==> src/rtl/breath_led_sched_if.sv <==
// Control/status bundle between the board-level controller and the breathing-LED scheduler.
interface breath_led_sched_if;
  logic       start;
  logic       stop;
  logic [1:0] mode;
  logic [3:0] mask;
  logic [3:0] led;
  logic       busy;
  logic       cycle_done;

  modport master (
    output start, stop, mode, mask,
    input  led, busy, cycle_done
  );

  modport slave (
    input  start, stop, mode, mask,
    output led, busy, cycle_done
  );
endinterface

==> src/rtl/breath_led_sched.sv <==
// Four-channel breathing-LED scheduler: shared up/down PWM ramp timebase gated onto
// led[3:0] by a per-breath active set chosen from the mode and mask latched at start.
//
// state   | meaning
// --------+--------------------------------------------------------------
// ST_IDLE | counters held at 0, led dark, waiting for an accepted start
// ST_UP   | brightening ramp, pwm = cnt_ms < cnt_s
// ST_DOWN | dimming ramp, pwm = cnt_ms >= cnt_s; breath ends on its last tick
module breath_led_sched #(
  parameter int DELAY_2US = 100,
  parameter int DELAY_2MS = 1000,
  parameter int DELAY_2S  = 1000
) (
  input  logic                sclk,
  input  logic                s_rst,
  breath_led_sched_if.slave   bus
);

  localparam int W_US = (DELAY_2US > 1) ? $clog2(DELAY_2US) : 1;
  localparam int W_MS = (DELAY_2MS > 1) ? $clog2(DELAY_2MS) : 1;
  localparam int W_S  = (DELAY_2S  > 1) ? $clog2(DELAY_2S)  : 1;

  localparam logic [W_US-1:0] TC_US  = W_US'(DELAY_2US - 1);
  localparam logic [W_MS-1:0] TC_MS  = W_MS'(DELAY_2MS - 1);
  localparam logic [W_S-1:0]  TC_S   = W_S'(DELAY_2S - 1);
  localparam logic [W_US-1:0] ONE_US = W_US'(1);
  localparam logic [W_MS-1:0] ONE_MS = W_MS'(1);
  localparam logic [W_S-1:0]  ONE_S  = W_S'(1);

  localparam logic [3:0] PAIR_02 = 4'b0101;
  localparam logic [3:0] PAIR_13 = 4'b1010;

  typedef enum logic [1:0] {
    ST_IDLE = 2'd0,
    ST_UP   = 2'd1,
    ST_DOWN = 2'd2
  } state_t;

  state_t          state_q, state_d;
  logic [W_US-1:0] cnt_us_q, cnt_us_d;
  logic [W_MS-1:0] cnt_ms_q, cnt_ms_d;
  logic [W_S-1:0]  cnt_s_q, cnt_s_d;
  logic [1:0]      mode_q, mode_d;
  logic [3:0]      mask_q, mask_d;
  logic [3:0]      active_q, active_d;
  logic            stop_pend_q, stop_pend_d;
  logic [3:0]      led_q, led_d;
  logic            cycle_done_q, cycle_done_d;

  logic tick_us, tick_ms, ramp_end, pwm, stop_eff, accept;

  // Search from the channel after (or before, when dn) the current one, wrapping;
  // a single-bit mask lands back on the same channel on the fourth probe.
  function automatic logic [3:0] chase_next(input logic [3:0] m, input logic [3:0] cur,
                                            input logic dn);
    logic [1:0] idx;
    logic [1:0] probe;
    logic       found;
    logic [3:0] res;
    idx   = 2'd0;
    for (int i = 0; i < 4; i++) begin
      if (cur[i]) idx = 2'(i);
    end
    res   = cur;
    found = 1'b0;
    for (int k = 1; k <= 4; k++) begin
      probe = dn ? (idx - 2'(k)) : (idx + 2'(k));
      if (!found && m[probe]) begin
        res   = 4'b0001 << probe;
        found = 1'b1;
      end
    end
    return res;
  endfunction

  function automatic logic [3:0] first_active(input logic [1:0] md, input logic [3:0] m);
    logic [3:0] res;
    case (md)
      2'b00:   res = m;
      2'b01:   res = chase_next(m, 4'b1000, 1'b0);
      2'b10:   res = chase_next(m, 4'b0001, 1'b1);
      default: res = ((m & PAIR_02) != 4'b0) ? (m & PAIR_02) : (m & PAIR_13);
    endcase
    return res;
  endfunction

  function automatic logic [3:0] next_active(input logic [1:0] md, input logic [3:0] m,
                                             input logic [3:0] cur);
    logic [3:0] res;
    case (md)
      2'b00:   res = m;
      2'b01:   res = chase_next(m, cur, 1'b0);
      2'b10:   res = chase_next(m, cur, 1'b1);
      default: begin
        if ((cur & PAIR_02) != 4'b0)
          res = ((m & PAIR_13) != 4'b0) ? (m & PAIR_13) : (m & PAIR_02);
        else
          res = ((m & PAIR_02) != 4'b0) ? (m & PAIR_02) : (m & PAIR_13);
      end
    endcase
    return res;
  endfunction

  assign tick_us  = (cnt_us_q == TC_US);
  assign tick_ms  = tick_us && (cnt_ms_q == TC_MS);
  assign ramp_end = tick_ms && (cnt_s_q == TC_S);
  assign stop_eff = stop_pend_q | bus.stop;
  assign accept   = bus.start && !bus.stop && (bus.mask != 4'b0);

  always_comb begin
    pwm = 1'b0;
    case (state_q)
      ST_UP:   pwm = (32'(cnt_ms_q) <  32'(cnt_s_q));
      ST_DOWN: pwm = (32'(cnt_ms_q) >= 32'(cnt_s_q));
      default: pwm = 1'b0;
    endcase
  end

  always_comb begin
    state_d      = state_q;
    cnt_us_d     = cnt_us_q;
    cnt_ms_d     = cnt_ms_q;
    cnt_s_d      = cnt_s_q;
    mode_d       = mode_q;
    mask_d       = mask_q;
    active_d     = active_q;
    stop_pend_d  = stop_pend_q;
    led_d        = 4'b0;
    cycle_done_d = 1'b0;

    case (state_q)
      ST_IDLE: begin
        cnt_us_d    = '0;
        cnt_ms_d    = '0;
        cnt_s_d     = '0;
        stop_pend_d = 1'b0;
        if (accept) begin
          state_d  = ST_UP;
          mode_d   = bus.mode;
          mask_d   = bus.mask;
          active_d = first_active(bus.mode, bus.mask);
        end
      end

      ST_UP, ST_DOWN: begin
        cnt_us_d    = tick_us ? '0 : (cnt_us_q + ONE_US);
        if (tick_us) cnt_ms_d = tick_ms ? '0 : (cnt_ms_q + ONE_MS);
        if (tick_ms) cnt_s_d  = ramp_end ? '0 : (cnt_s_q + ONE_S);
        stop_pend_d = stop_eff;
        led_d       = {4{pwm}} & active_q;

        if (ramp_end) begin
          if (state_q == ST_UP) begin
            state_d = ST_DOWN;
          end else begin
            cycle_done_d = 1'b1;
            if (stop_eff) begin
              // led must already be dark in the cycle busy falls
              state_d     = ST_IDLE;
              stop_pend_d = 1'b0;
              led_d       = 4'b0;
            end else begin
              state_d  = ST_UP;
              active_d = next_active(mode_q, mask_q, active_q);
            end
          end
        end
      end

      default: state_d = ST_IDLE;
    endcase
  end

  always_ff @(posedge sclk) begin
    if (s_rst) begin
      state_q      <= ST_IDLE;
      cnt_us_q     <= '0;
      cnt_ms_q     <= '0;
      cnt_s_q      <= '0;
      mode_q       <= 2'b0;
      mask_q       <= 4'b0;
      active_q     <= 4'b0;
      stop_pend_q  <= 1'b0;
      led_q        <= 4'b0;
      cycle_done_q <= 1'b0;
    end else begin
      state_q      <= state_d;
      cnt_us_q     <= cnt_us_d;
      cnt_ms_q     <= cnt_ms_d;
      cnt_s_q      <= cnt_s_d;
      mode_q       <= mode_d;
      mask_q       <= mask_d;
      active_q     <= active_d;
      stop_pend_q  <= stop_pend_d;
      led_q        <= led_d;
      cycle_done_q <= cycle_done_d;
    end
  end

  assign bus.led        = led_q;
  assign bus.busy       = (state_q != ST_IDLE);
  assign bus.cycle_done = cycle_done_q;

endmodule
==> src/flat_wrapper.sv <==
// flat-port wrapper written by rule: the top's interface ports become plain ports
module breath_led_sched_flat 
#(
  parameter int DELAY_2US = 100,
  parameter int DELAY_2MS = 1000,
  parameter int DELAY_2S  = 1000
)
  (sclk, s_rst, bus_start, bus_stop, bus_mode, bus_mask, bus_led, bus_busy, bus_cycle_done);
  breath_led_sched_if bus_i ();
  input  logic sclk;
  input  logic s_rst;
  input wire logic [$bits(bus_i.start)-1:0] bus_start;
  input wire logic [$bits(bus_i.stop)-1:0] bus_stop;
  input wire logic [$bits(bus_i.mode)-1:0] bus_mode;
  input wire logic [$bits(bus_i.mask)-1:0] bus_mask;
  output wire logic [$bits(bus_i.led)-1:0] bus_led;
  output wire logic [$bits(bus_i.busy)-1:0] bus_busy;
  output wire logic [$bits(bus_i.cycle_done)-1:0] bus_cycle_done;
  assign bus_i.start = bus_start;
  assign bus_i.stop = bus_stop;
  assign bus_i.mode = bus_mode;
  assign bus_i.mask = bus_mask;
  assign bus_led = bus_i.led;
  assign bus_busy = bus_i.busy;
  assign bus_cycle_done = bus_i.cycle_done;
  breath_led_sched #(.DELAY_2US(DELAY_2US), .DELAY_2MS(DELAY_2MS), .DELAY_2S(DELAY_2S)) u_core (.sclk(sclk), .s_rst(s_rst), .bus(bus_i));
endmodule
==> config.mk <==
export PLATFORM = sky130hd
export DESIGN_NAME = breath_led_sched_flat
export DESIGN_NICKNAME = d
export VERILOG_FILES = /design/src/rtl/breath_led_sched_if.sv /design/src/rtl/breath_led_sched.sv /design/src/flat_wrapper.sv
export SDC_FILE = /design/constraint.sdc
export NUM_CORES = 1
export LEC_CHECK = 0
export ABC_AREA = 1
export CORE_MARGIN = 4
export CORE_UTILIZATION = 40
export DETAILED_ROUTE_END_ITERATION = 6
export PLACE_DENSITY = 0.55
export SLEW_MARGIN = 20
export SYNTH_ARGS = -nofsm -noshare
export SYNTH_HDL_FRONTEND = slang
export SYNTH_SLANG_ARGS = --single-unit
==> constraint.sdc <==
create_clock -name sclk -period 3.2 [get_ports sclk]
set_clock_uncertainty 0.05 [all_clocks]
set_input_delay 0.32 -clock sclk [delete_from_list [all_inputs] [get_ports sclk]]
set_output_delay 0.32 -clock sclk [all_outputs]
set_load 0.05 [all_outputs]
Word level (Yosys, flattened, before mapping)

Index checks and enable logic that the tools add are counted.

Bits in registers: 45
Output and inout bits: 6
Word-level logic and storage cells: 286

Add/sub/neg operators: 15
Order comparisons: 18
Equal/unequal tests: 17
Shifts and indexed selects: 16
Muxes and demuxes: 159
Bitwise gates (word level): 4
Reduce and logical (&&, ||, !) cells: 47

Operators by type and width:

| operator                                                              | count |
|---|---|
| 4-bit two-way mux                                                     | 27 |
| 1-bit two-way mux                                                     | 81 |
| 1-bit by 2-bit left shift with 4-bit output (first input constant)    | 16 |
| 2-bit by 3-bit < comparator with 1-bit output (second input constant) | 16 |
| 2-bit two-way mux                                                     | 21 |
| 10-bit two-way mux                                                    | 4 |
| 10-bit case mux with 2 select lines                                   | 2 |
| 1-bit binary-select mux with 2-bit select                             | 16 |
| 4-bit case mux with 3 select lines                                    | 2 |
| 10-bit by 1-bit adder with 10-bit output (second input constant)      | 2 |
| 10-bit equality test (second input constant)                          | 2 |
| 4-bit nonzero test                                                    | 5 |
| 1-bit logical AND                                                     | 16 |
| 7-bit case mux with 2 select lines                                    | 1 |
| 1-bit zero test                                                       | 13 |
| 6-bit by 2-bit != test with 1-bit output (second input constant)      | 2 |
| 10-bit greater-or-equal comparator                                    | 1 |
| 10-bit < comparator                                                   | 1 |
| 2-bit adder (second input constant)                                   | 4 |
| 2-bit by 1-bit != test with 1-bit output (second input constant)      | 4 |
| 4-bit case mux with 2 select lines                                    | 1 |
| 2-bit AND reduction                                                   | 4 |
| 2-bit subtractor (second input constant)                              | 4 |
| 7-bit by 1-bit adder with 7-bit output (second input constant)        | 1 |
| 17 further kinds                                                      | 30 |

Longest topological paths before layout

Depth after elaboration: 41
Gate-level depth with buffers: 19
Depth with buffers taken out: 18

Worst setup path after synthesis

No wires, ideal clock.

Path type: flip-flop to flip-flop
From: register u_core.active_q[2]
To: register u_core.active_q[1]
Arrival: 2,083 ps
Slack: 947 ps
Cell stages (with the launch flop): 19
Buffers on the path: 1
Clock period less this slack: 2,253 ps
Cells stage by stage: dfxtp_1 > inv_2 > nand2_4 > nand2_4 > buf_8 > inv_1 > ha_1 > inv_1 > nand3_1 > nand2_2 > nor2_4 > nand2_2 > nor2_4 > inv_2 > or2_1 > nand3_1 > nand3_1 > nand2_1 > a21oi_1

Cells in the longest elaborated chain, start to end: 40
Elaborated cells on any way between the ends: 108
Those cells by class: add/sub: 6; eq/ne: 2; shift: 8; mux: 78; reduce/logical: 14

RTL lines:

| element                                                                                               | line                    | text |
|---|---|---|
| start: declaration                                                                                    | breath_led_sched.sv:45  | `logic [3:0] active_q, active_d;` |
| start signal: assignment                                                                              | breath_led_sched.sv:193 | `active_q <= active_d;` |
| 2-bit two-way mux (2 in a row)                                                                        | breath_led_sched.sv:62  | `if (cur[i]) idx = 2'(i);` |
| 2-bit two-way mux                                                                                     | breath_led_sched.sv:90  | `case (md)` |
| 2-bit two-way mux                                                                                     | breath_led_sched.sv:157 | `if (stop_eff) begin` |
| 2-bit two-way mux                                                                                     | breath_led_sched.sv:153 | `if (state_q == ST_UP) begin` |
| 2-bit two-way mux                                                                                     | breath_led_sched.sv:152 | `if (ramp_end) begin` |
| 2-bit two-way mux                                                                                     | breath_led_sched.sv:131 | `case (state_q)` |
| 2-bit by 1-bit subtractor with 2-bit output or 2-bit by 1-bit adder with 2-bit output (tied branches) | breath_led_sched.sv:67  | `probe = dn ? (idx - 2'(k)) : (idx + 2'(k));` |
| 1-bit binary-select mux with 2-bit select                                                             | breath_led_sched.sv:68  | `if (!found && m[probe]) begin` |
| (+23 left out)                                                                                        | n/a                     |  |
| 1-bit zero test                                                                                       | breath_led_sched.sv:68  |  |
| 1-bit logical AND                                                                                     | breath_led_sched.sv:68  |  |
| 4-bit two-way mux                                                                                     | breath_led_sched.sv:68  |  |
| 4-bit case mux with 3 select lines                                                                    | breath_led_sched.sv:90  |  |
| 4-bit two-way mux                                                                                     | breath_led_sched.sv:157 |  |
| 4-bit two-way mux                                                                                     | breath_led_sched.sv:153 |  |
| 4-bit two-way mux                                                                                     | breath_led_sched.sv:152 |  |
| 4-bit case mux with 2 select lines                                                                    | breath_led_sched.sv:131 |  |

Several ways; a longest one is shown, not always the timed one. The select of a mux whose other input is x is not followed.
A chain may end at the register's enable or synchronous reset.

Final worst setup path

From: register u_core.state_q[0]
To: register u_core.cnt_s_q[7]

Cells in the longest elaborated chain, start to end: 4
Elaborated cells on any way between the ends: 8
Those cells by class: eq/ne: 3; mux: 1; reduce/logical: 4

RTL lines:

| element                                                                                  | line                    | text |
|---|---|---|
| start: declaration                                                                       | breath_led_sched.sv:39  | `state_t state_q, state_d;` |
| start signal: assignment                                                                 | breath_led_sched.sv:187 | `state_q <= state_d;` |
| 2-bit equality test or 2-bit by 1-bit equality test with 1-bit output (tied branches)    | breath_led_sched.sv:131 |  |
| 2-bit OR reduction                                                                       | breath_led_sched.sv:131 |  |
| 2-bit by 1-bit != test with 1-bit output (no line) or 2-bit nonzero test (tied branches) | n/a                     |  |
| 2-bit AND reduction (no line)                                                            | n/a                     |  |
| end signal: assignment                                                                   | breath_led_sched.sv:190 | `cnt_s_q <= cnt_s_d;` |
| end: declaration                                                                         | breath_led_sched.sv:42  | `logic [W_S-1:0] cnt_s_q, cnt_s_d;` |

Several ways; a longest one is shown, not always the timed one.

==> out/qor.yml <==
firstDrtPassIters: 4
met1_usage_pct: 21.9
io_pins: 16
hold-path-cell-count: 2
report.final.setup_viol: 0
vias: 3030
ys_seq_elements: 45
via_per_inst: 5.15
layout.cells.most_common: "nand2_1"
reg2reg_setup_slack_ps: 480
use_met3_pct: 2.58
grt_overflow: 0
grtUsageTotal_pct: 17.7
synth_top_area_share_pct: 28.9
swShare_pct: 50.6
pwr-share-clk_pct: 14.3
grt_max_degree: 20
hold_ws_ps: 436
p_seq_share_pct: 26.5
min_path_type: "flop to flop"
tns_ps: 0
core_area_um2: 7410
r2r-start: "u_core.state_q[0]"
grt_pass1_vias: 2843
critPathMaxStageDelay_ps: 390
p_per_area_nw_per_um2: 742
port_buffers: 15
period_minus_slack_ps: 2720
cts_resized: 0
clock_latency_ps: 300
multi_input_area_um2: 1890
worstRegToRegCells: 10
post-cts-setup-buffers: 0
cts_tree: "built"
relSlewSlack_pct: 66.1
arrival_ps: 2920
avgSynthCellArea_um2: 6.62
path_clk_slew_ps: 90
dpl.hpwl_mm: 6.21
p_leak_nw: 1.46
fill_cells: 774
fmax_mhz: 367
tightestPinTransition_ps: 507
cts_sinks: 45
wl_mm: 7.67
power_frac_comb_pct: 59.2
gp_congestion: 0.881
cp_max_fo: 11
timing.critical_path.mode_cell: "inv_1"
r2r_end: "u_core.cnt_s_q[7]"
peakVddDrop_mv: 0.323
grt_pass1_wl_mm: 12.8
p_int_w: 0.00127
required_ps: 3400
status: "complete, no violations"
synth_area_leaders: "dfxtp_1 29%, nand2_1 9.4%, nand3_1 8.7%, ha_1 8.4%, inv_1 8.3%"
diodes: 0
chipHeight_um: 96.2
drive_gt1_share_pct: 7.77
post-route-drc-count: 0
start_util_pct: 42.0
fin_util_pct: 46.6
cap_violations: 0
path_buf_inv: 4
syn_nets: 501
rsz0062_at_grt: "false"
postRouteAntennaNets: 0
cp.depth: 10
nets: 519
synth_cell_types: 38
criticalPathCategory: "flop to flop"
hold_viol: 0
hold_buffers: 0
cts_buffers: 5
slowest_stage: "ha_1"
regArea_um2: 901
crit_path_start: "u_core.state_q[0]"
rows: 31
syn_inst: 470
syn_to_final_growth_pct: 11.0
yosysSeqAreaShare_pct: 28.9
root_buffer: "clkbuf_8"
final_cell_mix: "78 x nand2_1, 69 x inv_1, 54 x nand3_1"
routedWlPerCell_um: 13.0
start_kind: "flop"
use_met2_pct: 30.2
cp-end-kind: "flop"
drt-initial-drc-count: 149
grt.busiest_layer: "met2"
synth_top_area_cell: "dfxtp_1"
min_period_over_period_pct: 85.1
fp.dieW_um: 96.2
yosys_warnings: 0
cts_max_level: 2
dieArea_um2: 9260
holdPathEnd: "u_core.cnt_us_q[5]"
netlist_area_um2: 3110
clock_path_buffers: 2
hold_start: "u_core.cnt_us_q[5]"
antenna_found_initial: 0
p_switching_w: 0.00130
cp_cell_sequence: "inv_1 -> ha_1 -> inv_1 -> nor2_1 -> a21oi_1 -> inv_1 -> a21oi_1 -> inv_1 -> a21oi_1 -> o21a_1"
drv_slew: 0
crit_family: "compound AO/OA/AOI/OAI gates"
worst max-delay path by stage:
stage / endpoint / slack [ps]
floorplan: u_core.active_q[1] / 950
global placement: u_core.cnt_s_q[7] / 710
detailed placement: u_core.cnt_s_q[7] / 570
CTS: u_core.cnt_s_q[7] / 530
global route: u_core.cnt_s_q[7] / 250
finish: u_core.cnt_s_q[7] / 480
power by group through the flow:
stage / clock, W / sequential, W / combinational, W
global placement: 0 / 0.000690 / 0.00152
detailed placement: 0 / 0.000691 / 0.00151
global route: 0.000406 / 0.000689 / 0.00173
finish: 0.000367 / 0.000680 / 0.00152
floorplan: 0 / 0.000680 / 0.00123
CTS: 0.000388 / 0.000679 / 0.00151
per-stage QoR:
step / cell area (µm²) / setup WS, ps / cells / power [W]
global route: 3450 / 251 / 588 / 0.00282
CTS: 3450 / 534 / 588 / 0.00258
detailed placement: 3360 / 566 / 580 / 0.00220
finish: 3450 / 476 / 588 / 0.00256
global placement: 3360 / 715 / 580 / 0.00221
floorplan: 3110 / 947 / 470 / 0.00191
worst register-to-register path, stage by stage (launching register included):
cell	delay, ps
dfxtp_1	370
inv_1	90
ha_1	390
inv_1	310
nor2_1	140
a21oi_1	370
inv_1	170
a21oi_1	380
inv_1	150
a21oi_1	140
o21a_1	120
final cells by class:
cell class	count	share of cell area (%)
clock buffers	5	1.99
clock inverters	3	0.616
inverters	75	8.15
multi-input cells	343	54.6
flip-flops and latches	45	26.1
well taps	99	3.59
repair buffers	18	5.00
layer usage:
layer / share of wire, % / vias to the layer above
met1: 47 / 1378
met5: 0 / -
met4: 2.0 / 0
met2: 49 / 31
met3: 2.1 / 12
li1: - / 1609
kinds of logic (layout without fill, tap and decap cells):
group,Yosys count,count (layout),share of synthesized area [%]
AND/OR/NAND/NOR,225,225,34.6
AO/OA/AOI/OAI,95,95,16.9
XOR/XNOR,2,2,0.563
buffers and inverters,82,101,10.5
adder cells (fa/ha/maj),21,21,8.44
flip-flops,45,45,28.9
registers in the layout, indices dropped and copies added (netlist names):
name	count
u_core.cnt_us_q	7
u_core.cnt_s_q	10
u_core.mode_q	2
u_core.cnt_ms_q	10
u_core.bus.led	4
u_core.mask_q	4
u_core.bus.cycle_done	1
u_core.state_q	2
u_core.active_q	4
u_core.stop_pend_q	1
cells in the mapped netlist, drive strengths merged:
cell / count
o2111ai: 1
a31oi: 5
nor2: 45
a221oi: 2
o21ai: 34
a211oi: 3
a21oi: 40
o21a: 1
dfxtp: 45
o221ai: 1
a22oi: 1
inv: 75
ha: 21
nand2: 91
nand3b: 1
o21bai: 1
o22ai: 2
nor3b: 1
a2111oi: 1
nand3: 58
nor3: 13
and3: 2
buf: 2
clkbuf: 5
or2: 2
a31o: 1
nand4: 11
o211ai: 2
nor4b: 1
xor2: 2
Note: power is estimated with default switching activity, not from simulation.
==> RTL change 1 (config.mk and constraints unchanged) <==
`DELAY_2US` is set to 100 in 2 places; all go to 50.
--- a/src/rtl/breath_led_sched.sv
+++ b/src/rtl/breath_led_sched.sv
@@ -7,7 +7,7 @@
 // ST_UP   | brightening ramp, pwm = cnt_ms < cnt_s
 // ST_DOWN | dimming ramp, pwm = cnt_ms >= cnt_s; breath ends on its last tick
 module breath_led_sched #(
-  parameter int DELAY_2US = 100,
+  parameter int DELAY_2US = 50,
   parameter int DELAY_2MS = 1000,
   parameter int DELAY_2S  = 1000
 ) (
--- a/src/flat_wrapper.sv
+++ b/src/flat_wrapper.sv
@@ -1,7 +1,7 @@
 // flat-port wrapper written by rule: the top's interface ports become plain ports
 module breath_led_sched_flat 
 #(
-  parameter int DELAY_2US = 100,
+  parameter int DELAY_2US = 50,
   parameter int DELAY_2MS = 1000,
   parameter int DELAY_2S  = 1000
 )
Check against the original RTL: same outputs for any inputs over 10 cycles, from zero or initial values and one cycle with s_rst high; that may be too few to reach the edited logic, so the function may still have changed.
==> RTL change 1 against the unedited design <==
  * Sequential cell count shrank 1
  * Final cell count up 3.6%
  * Global-route usage is 0.23 points lower
  * Synthesized area rose by 3.0%
  * Power up 5.8%
  * Largest power group unchanged
  * Via count up 3.6%
  * Wire length increased by 4.7%
  * Final area up 2.8%
  * Setup slack improved by 95 ps
  * Sequential power is 3% lower
==> RTL change 1: results (changes against the unedited design) <==
| Stage | Result | This run | Delta |
|:---|:---|:---|:---|
| place | GPL Wtd Cong | 0.895 | was 0.881 |
| place | Instance area after placement | 0.00346 mm2 | was 0.00336 mm2 |
| grt | Largest net degree at the start of global routing | 16 | was 20 |
| cells and area | Inserted Diodes | 0 | unchanged |
| power and ir drop | Static Leak | 1.55 nW | was 1.46 nW |
| setup path | Arrival time of the worst setup path | 2770 ps | was 2920 ps |
| synth | Number of distinct library cells after synthesis | 41 | was 38 |
| setup path | CP max FO | 9 | was 11 |
| detailed routing | Iteration-0 DRC Markers | 163 | was 149 |
| cells and area | Share of final-layout standard cells stronger than drive strength 1 | 9.47% | was 7.77% |
| synth | Leading post-synthesis cells by cell area | dfxtp_1 (27%), nand2_1 (11%), nand3_1 (11%) | was dfxtp_1 (29%), nand2_1 (9.4%), nand3_1 (8.7%) |
| cells and area | Largest registers ranked by flip-flop count | u_core.cnt_ms_q: 10 flops, u_core.cnt_s_q: 10 flops, u_core.cnt_us_q: 6 flops | was u_core.cnt_ms_q: 10 flops, u_core.cnt_s_q: 10 flops, u_core.cnt_us_q: 7 flops |
| setup path | Timing startpoint of the critical path | u_core.active_q[2]$_SDFFE_PP0P_ | was u_core.state_q[0]$_SDFFE_PP0P_ |
| place | Post-DP HPWL | 6500 um | was 6210 um |
| synth | Average cell area after synthesis | 6.54 um2 | was 6.62 um2 |
| status | Status | complete, no violations | unchanged |
| power and ir drop | Peak VDD IR | 0.313 mV | was 0.323 mV |
| detailed routing | Number of vias in the routed layout | 3139 | was 3030 |
| clocking | CTS clk-pin slew, worst paths | 90 ps | about the same |
| grt | First-pass GRT wire length | 13900 um | was 12800 um |
| synth | Commonest cells in the synthesized netlist | nand2_1 (98), nand3_1 (73), inv_1 (61) | was nand2_1 (78), inv_1 (69), nand3_1 (54) |
| cells and area | Final net count | 538 | was 519 |
| timing | Worst slew slack as a fraction of its limit | 60.7% | was 66.1% |
| grt | Overall Global Routing Usage | 17.4% | was 17.7% |
| cells and area | Cell Count, Final, Fillers Out | 609 | was 588 |
| synth | Number of nets produced by synthesis | 522 | was 501 |
| synth | Proportion of synthesized chip area in sequential cells | 27.5% | was 28.9% |
| detailed routing | Detailed-route wire length per cell | 13.2 um | was 13.0 um |
| place | Worst slack after detailed placement | 611 ps | was 566 ps |
| place | Placed insts | 601 | was 580 |
[RTL change 1: final timing paths]
path	end	slack (ps)	cells after the start
min	u_core.cnt_s_q[1]$_SDFFE_PP0P_	450	2
max reg2reg	u_core.active_q[1]$_SDFFE_PP0P_	570	14
min reg2reg	u_core.cnt_s_q[1]$_SDFFE_PP0P_	450	2
max	u_core.active_q[1]$_SDFFE_PP0P_	570	14
[RTL change 1: per-stage QoR]
stage               total power, mW  hold slack (ps)
floorplan                      2.00              389
global placement               2.34              424
detailed placement             2.34              432
CTS                            2.72              445
global route                   2.99              471
finish                         2.71              446
[RTL change 1: area by class of cell]
type	count	area (um2)
clock inverters	2	10.0
repair buffers	17	165
well taps	102	128
fillers	847	4220
inverters	69	259
flip-flops and latches	44	881
clock buffers	6	82.6
multi-input cells	369	2020
[RTL change 1: per-layer routing]
layer | global-route usage, % | vias up | wire [um]
met3 | 3.02 | 17 | 325
met4 | 5.64 | 0 | 182
li1 | - | 1672 | -
met5 | 0 | - | 0
met1 | 23.6 | 1384 | 3940
met2 | 28.1 | 66 | 3590
[RTL change 1: worst max-delay path, stage by stage, from the launching register on]
cell     delay (ps)
dfxtp_1         340
nor2_2          360
inv_2           140
ha_1            400
inv_1           130
nand3_1         120
nand2_2         110
nor3_4          250
nand2_4         110
inv_2            90
nand2_1          80
nand3_1         110
nand3_1          90
nand2_1          90
a21oi_2          50
[RTL change 1: power by group]
part	switching [mW]	total [mW]	leakage, nW	internal [mW]
sequential	0.0577	0.663	0.357	0.605
combinational	1.14	1.68	1.14	0.537
clock	0.195	0.368	0.0510	0.173
[RTL change 1: cell families (layout without fill, tap and decap cells)]
family,Yosys count,after routing,synth area share [%]
buf+inv,77,94,9.40
simple gates,257,257,38.4
fa+ha+maj,22,22,8.58
compound gates,90,90,16.2
flops,44,44,27.5
==> RTL change 2 (same flow settings) <==
Made on the original files. One comparison of `cnt_s_q` changes from == to >=.
--- a/src/rtl/breath_led_sched.sv
+++ b/src/rtl/breath_led_sched.sv
@@ -103,7 +103,7 @@
 
   assign tick_us  = (cnt_us_q == TC_US);
   assign tick_ms  = tick_us && (cnt_ms_q == TC_MS);
-  assign ramp_end = tick_ms && (cnt_s_q == TC_S);
+  assign ramp_end = tick_ms && (cnt_s_q >= TC_S);
   assign stop_eff = stop_pend_q | bus.stop;
   assign accept   = bus.start && !bus.stop && (bus.mask != 4'b0);
 
Formal check against the unedited RTL: same outputs for any inputs over 10 cycles, from zero or initial values and one cycle with s_rst high; that may be too few to reach the edited logic, so the function may still have changed.
==> RTL change 2 against the unedited design <==
  * Sequential power grew 2%
  * Global-route usage shrank 0.59 points
  * Power grew 39%
  * First-iteration DRC count grew 37%
  * Core utilization shrank 0.83 points
  * Sequential cell count is the same
  * Setup slack gained 200 ps
  * Synthesized area grew 4.0%
  * Via count grew 6.8%
  * Die area grew 3.6%
  * Wire length grew 3.5%
  * Final area grew 3.5%
  * Sequential share of layout area shrank 0.89 points
  * Critical endpoint is now u_core.active_q[3]$_SDFFE_PP0P_
  * Largest power group unchanged
  * Highest routed layer unchanged
==> RTL change 2: results (changes against the unedited design) <==
| Stage | Result | This run | Delta |
|:---|:---|:---|:---|
| setup path | Category of cells accounting for the largest share of critical-path delay | simple AND/OR/NAND/NOR gates | was compound AO/OA/AOI/OAI gates |
| place | Instance area after placement | 0.00349 mm2 | was 0.00336 mm2 |
| synth | Commonest cells in the synthesized netlist | nand2_1 (102), nand3_1 (67), inv_1 (63) | was nand2_1 (78), inv_1 (69), nand3_1 (54) |
| place | Placed insts | 607 | was 580 |
| cells and area | Layout area overhead | 10.5% | was 11.0% |
| detailed routing | Iteration-0 DRC Markers | 204 | was 149 |
| detailed routing | Number of vias in the routed layout | 3235 | was 3030 |
| setup path | CP max FO | 12 | was 11 |
| cells and area | Final net count | 543 | was 519 |
| synth | Leading post-synthesis cells by cell area | dfxtp_1 (28%), nand2_1 (12%), nand3_1 (10%) | was dfxtp_1 (29%), nand2_1 (9.4%), nand3_1 (8.7%) |
| place | GPL Wtd Cong | 0.807 | was 0.881 |
| grt | Largest net degree at the start of global routing | 19 | was 20 |
| detailed routing | Wire length on met3 | 346 um | was 164 um |
| synth | Number of nets produced by synthesis | 526 | was 501 |
| power and ir drop | Peak VDD IR | 0.417 mV | was 0.323 mV |
| cells and area | Filler Cell Count | 831 | was 774 |
| status | Status | complete, no violations | unchanged |
| setup path | Largest incremental delay on the critical path | 370 ps | was 390 ps |
| detailed routing | Detailed-route wire length per cell | 12.9 um | was 13.0 um |
| synth | Proportion of synthesized chip area in sequential cells | 27.8% | was 28.9% |
| cells and area | Share of final-layout standard cells stronger than drive strength 1 | 8.58% | was 7.77% |
| cells and area | Inserted Diodes | 0 | unchanged |
| synth | Complex-gate fraction of the synthesized area | 16.6% | was 16.9% |
| synth | Average cell area after synthesis | 6.54 um2 | was 6.62 um2 |
| timing | Worst slew pin tran | 606 ps | was 507 ps |
| place | Worst slack after detailed placement | 695 ps | was 566 ps |
| setup path | Arrival time of the worst setup path | 2660 ps | was 2920 ps |
| grt | First-pass GRT wire length | 14000 um | was 12800 um |
| grt | Overall Global Routing Usage | 17.1% | was 17.7% |
| detailed routing | Met1 wire length | 4120 um | was 3570 um |
| power and ir drop | Switching power share of the total | 55.6% | was 50.6% |
| power and ir drop | Static Leak | 1.50 nW | was 1.46 nW |
| synth | Number of warning messages in the yosys log | 0 | unchanged |
-- RTL change 2: kinds of logic after synthesis --
| family | count (synthesis) |
|---|---|
| flip-flops | 45 |
| buffers and inverters | 76 |
| AND/OR/NAND/NOR | 261 |
| adder cells (fa/ha/maj) | 21 |
| XOR/XNOR | 1 |
| AO/OA/AOI/OAI | 91 |
-- RTL change 2: layout make-up --
type | count | area share, %
Clock buffer | 5 | 1.92
Inverter | 68 | 7.14
Sequential cell | 45 | 25.2
Timing Repair Buffer | 18 | 4.83
Tap cell | 102 | 3.57
Multi-Input combinational cell | 374 | 56.8
Clock inverter | 3 | 0.595
-- RTL change 2: per-layer routing --
metal | GRT usage [%] | vias up
met2 | 25.9 | 73
met4 | 3.30 | 0
met1 | 25.6 | 1466
met5 | 0 | -
li1 | - | 1694
met3 | 2.71 | 2
-- RTL change 2: final timing paths --
kind | from | to | slack, ps | depth (start not counted)
max reg2reg | u_core.active_q[3]$_SDFFE_PP0P_ | u_core.active_q[3]$_SDFFE_PP0P_ | 680 | 13
min | u_core.active_q[0]$_SDFFE_PP0P_ | u_core.bus.led[0]$_SDFF_PP0_ | 440 | 2
max | u_core.active_q[3]$_SDFFE_PP0P_ | u_core.active_q[3]$_SDFFE_PP0P_ | 680 | 13
min reg2reg | u_core.active_q[0]$_SDFFE_PP0P_ | u_core.bus.led[0]$_SDFF_PP0_ | 440 | 2
-- RTL change 2: power groups by stage --
stage / sequential [mW] / clock, mW / combinational, mW
2_1_floorplan: 0.690 / 0 / 1.99
3_3_place_gp: 0.704 / 0 / 2.47
3_5_place_dp: 0.704 / 0 / 2.48
4_1_cts: 0.691 / 0.378 / 2.49
5_1_grt: 0.700 / 0.402 / 2.84
6_report: 0.692 / 0.358 / 2.51
